[src/rtl/pipe_pkg.sv]
// Shared widths, state encoding and payload layout for pipe_stage_reg.
// Optional skid buffer is enabled by defining PIPE_STAGE_SKID_EN.
package pipe_pkg;

  localparam int unsigned DEF_CTRL_W = 15;
  localparam int unsigned DEF_RIDX_W = 4;
  localparam int unsigned DEF_DATA_W = 32;
  localparam int unsigned DEF_IMM_W  = 4;
  localparam int unsigned DEF_NDATA  = 5;

  typedef enum logic [1:0] {
    EMPTY = 2'd0,
    FULL  = 2'd1,
    SKID  = 2'd2
  } pipe_state_t;

  // Bubble: an all-zero control word has no side effects downstream
  localparam logic [DEF_CTRL_W-1:0] CTRL_NOP = '0;

  typedef struct packed {
    logic [DEF_CTRL_W-1:0]           ctrl;
    logic [DEF_RIDX_W-1:0]           ra;
    logic [DEF_RIDX_W-1:0]           rb;
    logic [DEF_NDATA*DEF_DATA_W-1:0] data;
    logic [DEF_IMM_W-1:0]            imm;
  } pipe_payload_t;

endpackage

[src/rtl/pipe_sat_counter.sv]
// Saturating up-counter with synchronous active-high reset.
// Used for stall accounting in pipe_stage_reg.
module pipe_sat_counter #(
  parameter int unsigned CNT_W = 16
) (
  input  logic             clk,
  input  logic             rst,
  input  logic             i_inc,
  output logic [CNT_W-1:0] o_cnt
);

  logic [CNT_W-1:0] r_cnt;

  always_ff @(posedge clk) begin
    if (rst) begin
      r_cnt <= '0;
    end else if (i_inc && (r_cnt != '1)) begin
      r_cnt <= r_cnt + CNT_W'(1);
    end
  end

  assign o_cnt = r_cnt;

endmodule

[src/rtl/pipe_stage_reg.sv]
// ID/EX stage register with valid/ready handshake and bubble flush.
// Define PIPE_STAGE_SKID_EN for the two-entry skid buffer build.
module pipe_stage_reg
  import pipe_pkg::*;
#(
  parameter int unsigned CTRL_W = DEF_CTRL_W,
  parameter int unsigned RIDX_W = DEF_RIDX_W,
  parameter int unsigned DATA_W = DEF_DATA_W,
  parameter int unsigned NDATA  = DEF_NDATA,
  parameter int unsigned IMM_W  = DEF_IMM_W,
  parameter int unsigned CNT_W  = 16
) (
  input  logic                    clk,
  input  logic                    rst,
  input  logic                    flush,
  input  logic                    in_valid,
  output logic                    in_ready,
  input  logic [CTRL_W-1:0]       in_ctrl,
  input  logic [RIDX_W-1:0]       in_ra,
  input  logic [RIDX_W-1:0]       in_rb,
  input  logic [NDATA*DATA_W-1:0] in_data,
  input  logic [IMM_W-1:0]        in_imm,
  output logic                    out_valid,
  input  logic                    out_ready,
  output logic [CTRL_W-1:0]       out_ctrl,
  output logic [RIDX_W-1:0]       out_ra,
  output logic [RIDX_W-1:0]       out_rb,
  output logic [NDATA*DATA_W-1:0] out_data,
  output logic [IMM_W-1:0]        out_imm,
  output logic [CNT_W-1:0]        stall_cnt
);

  typedef struct packed {
    logic [CTRL_W-1:0]       ctrl;
    logic [RIDX_W-1:0]       ra;
    logic [RIDX_W-1:0]       rb;
    logic [NDATA*DATA_W-1:0] data;
    logic [IMM_W-1:0]        imm;
  } pay_t;

  localparam logic [CTRL_W-1:0] NOP = CTRL_W'(CTRL_NOP);

  pipe_state_t r_state;
  pay_t        r_main;
  pay_t        w_in;
  logic        w_in_xfer;
  logic        w_out_xfer;
  logic        w_stall;

  assign w_in       = {in_ctrl, in_ra, in_rb, in_data, in_imm};
  assign out_valid  = (r_state != EMPTY);
  assign w_in_xfer  = in_valid & in_ready;
  assign w_out_xfer = out_valid & out_ready;
  assign w_stall    = out_valid & ~out_ready;

`ifdef PIPE_STAGE_SKID_EN
  pay_t r_skid;

  // Registered ready: no combinational path from out_ready
  assign in_ready = (r_state != SKID);

  always_ff @(posedge clk) begin
    if (rst) begin
      r_state <= EMPTY;
      r_main  <= '0;
      r_skid  <= '0;
    end else if (flush) begin
      r_state     <= EMPTY;
      r_main.ctrl <= NOP;
      r_skid.ctrl <= NOP;
    end else begin
      unique case (r_state)
        EMPTY: begin
          if (w_in_xfer) begin
            r_main  <= w_in;
            r_state <= FULL;
          end
        end
        FULL: begin
          unique case ({w_in_xfer, w_out_xfer})
            2'b11: r_main <= w_in;
            2'b10: begin
              r_skid  <= w_in;
              r_state <= SKID;
            end
            2'b01: r_state <= EMPTY;
            default: r_state <= FULL;
          endcase
        end
        SKID: begin
          if (w_out_xfer) begin
            r_main  <= r_skid;
            r_state <= FULL;
          end
        end
        default: r_state <= EMPTY;
      endcase
    end
  end
`else
  assign in_ready = ~out_valid | out_ready;

  // In FULL an in xfer implies out_ready, so reload covers both cases
  always_ff @(posedge clk) begin
    if (rst) begin
      r_state <= EMPTY;
      r_main  <= '0;
    end else if (flush) begin
      r_state     <= EMPTY;
      r_main.ctrl <= NOP;
    end else if (w_in_xfer) begin
      r_main  <= w_in;
      r_state <= FULL;
    end else if (w_out_xfer) begin
      r_state <= EMPTY;
    end
  end
`endif

  assign out_ctrl = r_main.ctrl;
  assign out_ra   = r_main.ra;
  assign out_rb   = r_main.rb;
  assign out_data = r_main.data;
  assign out_imm  = r_main.imm;

  pipe_sat_counter #(
    .CNT_W (CNT_W)
  ) u_stall_cnt (
    .clk   (clk),
    .rst   (rst),
    .i_inc (w_stall),
    .o_cnt (stall_cnt)
  );

endmodule

[config.mk]
export PLATFORM = sky130hd
export DESIGN_NAME = pipe_stage_reg
export DESIGN_NICKNAME = d
export VERILOG_FILES = /design/src/rtl/pipe_pkg.sv /design/src/rtl/pipe_sat_counter.sv /design/src/rtl/pipe_stage_reg.sv
export SDC_FILE = /design/constraint.sdc
export NUM_CORES = 1
export LEC_CHECK = 0
export BUFFER_PORTS_ARGS = -buffer_cell sky130_fd_sc_hd__clkbuf_2
export CAP_MARGIN = 15
export CORE_AREA = 2 2 156 158
export DETAILED_ROUTE_END_ITERATION = 7
export DIE_AREA = 0 0 158 160
export GPL_ROUTABILITY_DRIVEN = 1
export PLACE_DENSITY = 0.68
export SYNTH_ARGS = -nofsm -noshare
export SYNTH_HDL_FRONTEND = slang
export SYNTH_HIERARCHICAL = 1
export SYNTH_SLANG_ARGS = --single-unit
[constraint.sdc]
create_clock -name clk -period 2.52 [get_ports clk]
set_clock_uncertainty 0.1 [all_clocks]
set_input_delay 0.756 -clock clk [delete_from_list [all_inputs] [get_ports clk]]
set_output_delay 0.756 -clock clk [all_outputs]
set_load 0.02 [all_outputs]
==> results.md <==
- **run status** finished, final reports clean
- **clk sink count** 204
- **required time of the worst setup path** 1.66 ns
- **Psw** 1970 uW
- **last weighted congestion value of the routability-driven placer** 0.802
- **maximum buffer depth of the clock tree** 3
- **Slew Viols, Final** 0
- **number of distinct library cell variants in the gate-level netlist after synthesis** 39
- **dominant combinational cell family by area after synthesis** simple AND/OR/NAND/NOR gates
- **Total GRT Usage** 18.2%
- **Bufs and invs on worst path** 2
- **setup repair bufs after CTS** 0
- **total DRC errors in the routed layout** 0
- **instance count of the mapped netlist** 957
- **Data arrival, critical path** 1.26 ns
- **cell chosen for the clock root** sky130_fd_sc_hd__clkbuf_16
- **Placed Cells incl. Taps** 1594
- **Flop pwr share** 43.7%
- **Routed WL** 24500 um
- **standby leakage power** 0.00490 uW
- **share of async-settable or async-resettable flops after synthesis** 0%
- **cell-internal power** 5870 uW
- **hold crit path type** reg2reg
- **Remaining Overflow, GRT** 0
- **cell class contributing the biggest share of worst-path delay** buffers and inverters
- **ordered cell list for the critical path** clkbuf_2 > nand2b_2 > clkbuf_2
- **Core Box Area** 23800 um2
- **Post-Route Setup TNS** 0 ns
- **Final Critical Period** 2.12 ns
- **netlist area before placement** 8630 um2
- **initial core utilization** 36.2%
- **max_slew headroom** 59.0%
- **later-pin clock latency in the skew report** 0.50 ns
- **number of I/O pins** 397
- **XOR/XNOR Fraction of Synth Area** 0.203%
- **simple-gate area share of the yosys netlist** 23.1%
- **placement row count** 57
- **power after layout** 7840 uW
- **leading cell types in the layout, fill and taps excluded** sky130_fd_sc_hd__clkbuf_2 (395), sky130_fd_sc_hd__dfxtp_1 (204), sky130_fd_sc_hd__o21ai_0 (191)
- **worst-path maximum fanout** 5
- **largest area contributor in the netlist** sky130_fd_sc_hd__dfxtp_1
- **Avg Cell Area, Syn** 9.01 um2
- **complex-gate fraction of the synthesized area** 22.5%
- **Routed WL per cell** 15.0 um
- **vias** 8258
- **Slowest Stage Delay on Critical Path** 0.24 ns
- **Synth area leaders** sky130_fd_sc_hd__dfxtp_1 (47%), sky130_fd_sc_hd__or3b_1 (16%), sky130_fd_sc_hd__o21ai_0 (11%)
- **pre-CTS worst setup slack** 0.156 ns
- **Total Die Area** 25300 um2
- **most frequent standard cell in the layout excluding fill and tap cells** sky130_fd_sc_hd__clkbuf_2
- **portion of netlist area occupied by mux cells** 0.247%
- **Total Nets Final** 1488
- **final number of hold-violating endpoints** 0
- **most common cell type on the critical path** sky130_fd_sc_hd__clkbuf_2
- **ratio of routed vias to standard cells** 5.05
- **die height** 160 um
- **f_max** 472 MHz
- **Post-CTS Hold Buffers** 0
- **max capacitance violation total** 0
- **FF+latch count, synth** 204
- **maximum level of the CTS H-tree** 1
- **Pwr per Cell Area** 677 nW/um2
- **Num CTS Buffers** 23
- **pin count of the biggest net entering global routing** 134
- **Slew @ Worst Pin** 0.607 ns
- **fillers** 2347
- **share of layout cells above drive strength 1** 36.6%
- **Antenna Violating Nets Remaining** 0
- **Critical Path End Type** output port
- **number of global-route vias before repair** 7554
- **Iter 0 DRT Violations** 541
- **combinational power share** 11.4%
- **Synth Net Count** 1150
- **Horiz. Die Dim** 158 um
- **final worst setup slack** 0.402 ns
- **first-pass GRT wire length** 38200 um
- **number of buffers added on ports** 396
- **Finished Layout Cells** 1636
- **Detailed Place HPWL** 17000 um
- **antenna violations before repair** 0
- **IR Drop Worst-Case VDD** 0.428 mV
- **fraction of post-synthesis cell area in the top cell type by area** 47.3%
- **launching element type of the critical path** input pin
- **Net Sw Frac** 25.1%
- **EDFF count, synth** 0
- **diode count** 0
- **sequential element share of the synthesized area** 47.3%
- **clock tree from TritonCTS** built
- **Crit-path slowest cell** sky130_fd_sc_hd__nand2b_2
- **detailed-router iteration count before antenna repair** 4
- **share of total power in the clock network** 44.9%
- **flip-flop cell with the highest count after synthesis** sky130_fd_sc_hd__dfxtp_1
- **number of synthesis warnings** 6
- **Setup Crit Path Kind** in2out
- **post-CTS clock slew at the launch and capture registers of the worst setup and hold paths** 0.06 ns
- **Syn-to-layout area delta** 34.4%
- **Finish-stage setup viols** 0
- **unrepaired setup endpoints after global routing** false
- **cts repair resizes** 0
- **adder-cell area share of the yosys netlist** 0.145%
- **final critical-path share of the clock period** 84.1%
-- state kept, by name, summed over array words and instances, names as in the netlist --
register	cells
out_ctrl	15
out_rb	4
u_stall_cnt/o_cnt	16
out_ra	4
r_state	1
out_imm	4
out_data	160
-- per-stage QoR --
stage / util, % / area (um2) / hold WS, ns
final: 48.7 / 11600 / 0.353
after global routing: 48.7 / 11600 / 0.366
after CTS: 48.7 / 11600 / 0.360
after detailed placement: 45.3 / 10800 / 0.351
after global placement: 45.3 / 10800 / 0.345
after floorplan: - / 8630 / 0.431
-- layout make-up --
class / count / area [um2] / share of cell area, %
Sequential cell: 204 / 4080 / 35.2
Timing Repair Buffer: 420 / 2280 / 19.7
Tap cell: 324 / 405 / 3.50
Multi-Input combinational cell: 642 / 3990 / 34.5
Clock buffer: 29 / 648 / 5.59
Inverter: 4 / 20.0 / 0.173
Clock inverter: 13 / 160 / 1.38
-- routing by layer --
metal	global-route usage, %	part of all wire [%]	wire length, um
met5	0	0	0
met3	4.50	7.7	1880
met4	7.08	3.4	844
met2	30.3	47	11500
met1	22.5	42	10300
-- power groups by stage --
stage	Sequential [uW]	Combinational, uW	Clock [uW]
6_report	3420	896	3520
5_1_grt	3440	979	3760
4_1_cts	3420	901	3610
3_5_place_dp	3500	897	0
3_3_place_gp	3490	887	0
2_1_floorplan	3660	362	0
-- final timing paths --
path	from	to	slack (ns)	cells past startpoint
min	out_ctrl[8]$_SDFFE_PP0P_	out_ctrl[8]$_SDFFE_PP0P_	0.35	2
max	out_ready	in_ready	0.40	3
max reg2reg	u_stall_cnt/o_cnt[5]$_SDFFE_PP0P_	u_stall_cnt/o_cnt[15]$_SDFFE_PP0P_	0.67	4
min reg2reg	out_ctrl[8]$_SDFFE_PP0P_	out_ctrl[8]$_SDFFE_PP0P_	0.35	2
-- tightest hold or removal path: stages, from the launching register on --
cell                      delay (ns)
sky130_fd_sc_hd__dfxtp_1        0.31
sky130_fd_sc_hd__nand2_1        0.05
sky130_fd_sc_hd__o21ai_0        0.05
-- Yosys cell counts, types with 2 or more instances --
| library cell | number |
|---|---|
| sky130_fd_sc_hd__or3_1 | 3 |
| sky130_fd_sc_hd__dfxtp_1 | 204 |
| sky130_fd_sc_hd__nor3_1 | 4 |
| sky130_fd_sc_hd__or3b_2 | 12 |
| sky130_fd_sc_hd__nor4_1 | 2 |
| sky130_fd_sc_hd__and4_1 | 3 |
| sky130_fd_sc_hd__inv_1 | 3 |
| sky130_fd_sc_hd__a21oi_1 | 182 |
| sky130_fd_sc_hd__buf_2 | 7 |
| sky130_fd_sc_hd__nor2b_1 | 2 |
| sky130_fd_sc_hd__nand2_1 | 21 |
| sky130_fd_sc_hd__or4_1 | 7 |
| sky130_fd_sc_hd__xnor2_1 | 2 |
| sky130_fd_sc_hd__nor2_1 | 7 |
| sky130_fd_sc_hd__buf_6 | 17 |
| sky130_fd_sc_hd__o21ai_0 | 191 |
| sky130_fd_sc_hd__o31ai_1 | 6 |
| sky130_fd_sc_hd__nand3_1 | 6 |
| sky130_fd_sc_hd__or3b_1 | 160 |
| sky130_fd_sc_hd__clkbuf_1 | 81 |
| sky130_fd_sc_hd__o21a_1 | 2 |
| sky130_fd_sc_hd__nand4_1 | 18 |
-- cell families after synthesis --
| logic type | count (synthesis) |
|---|---|
| compound gates | 383 |
| simple gates | 254 |
| xor+xnor | 2 |
| mux | 2 |
| fa+ha+maj | 1 |
| buf+inv | 111 |
| flops | 204 |
(Power assumes the default switching activity.)
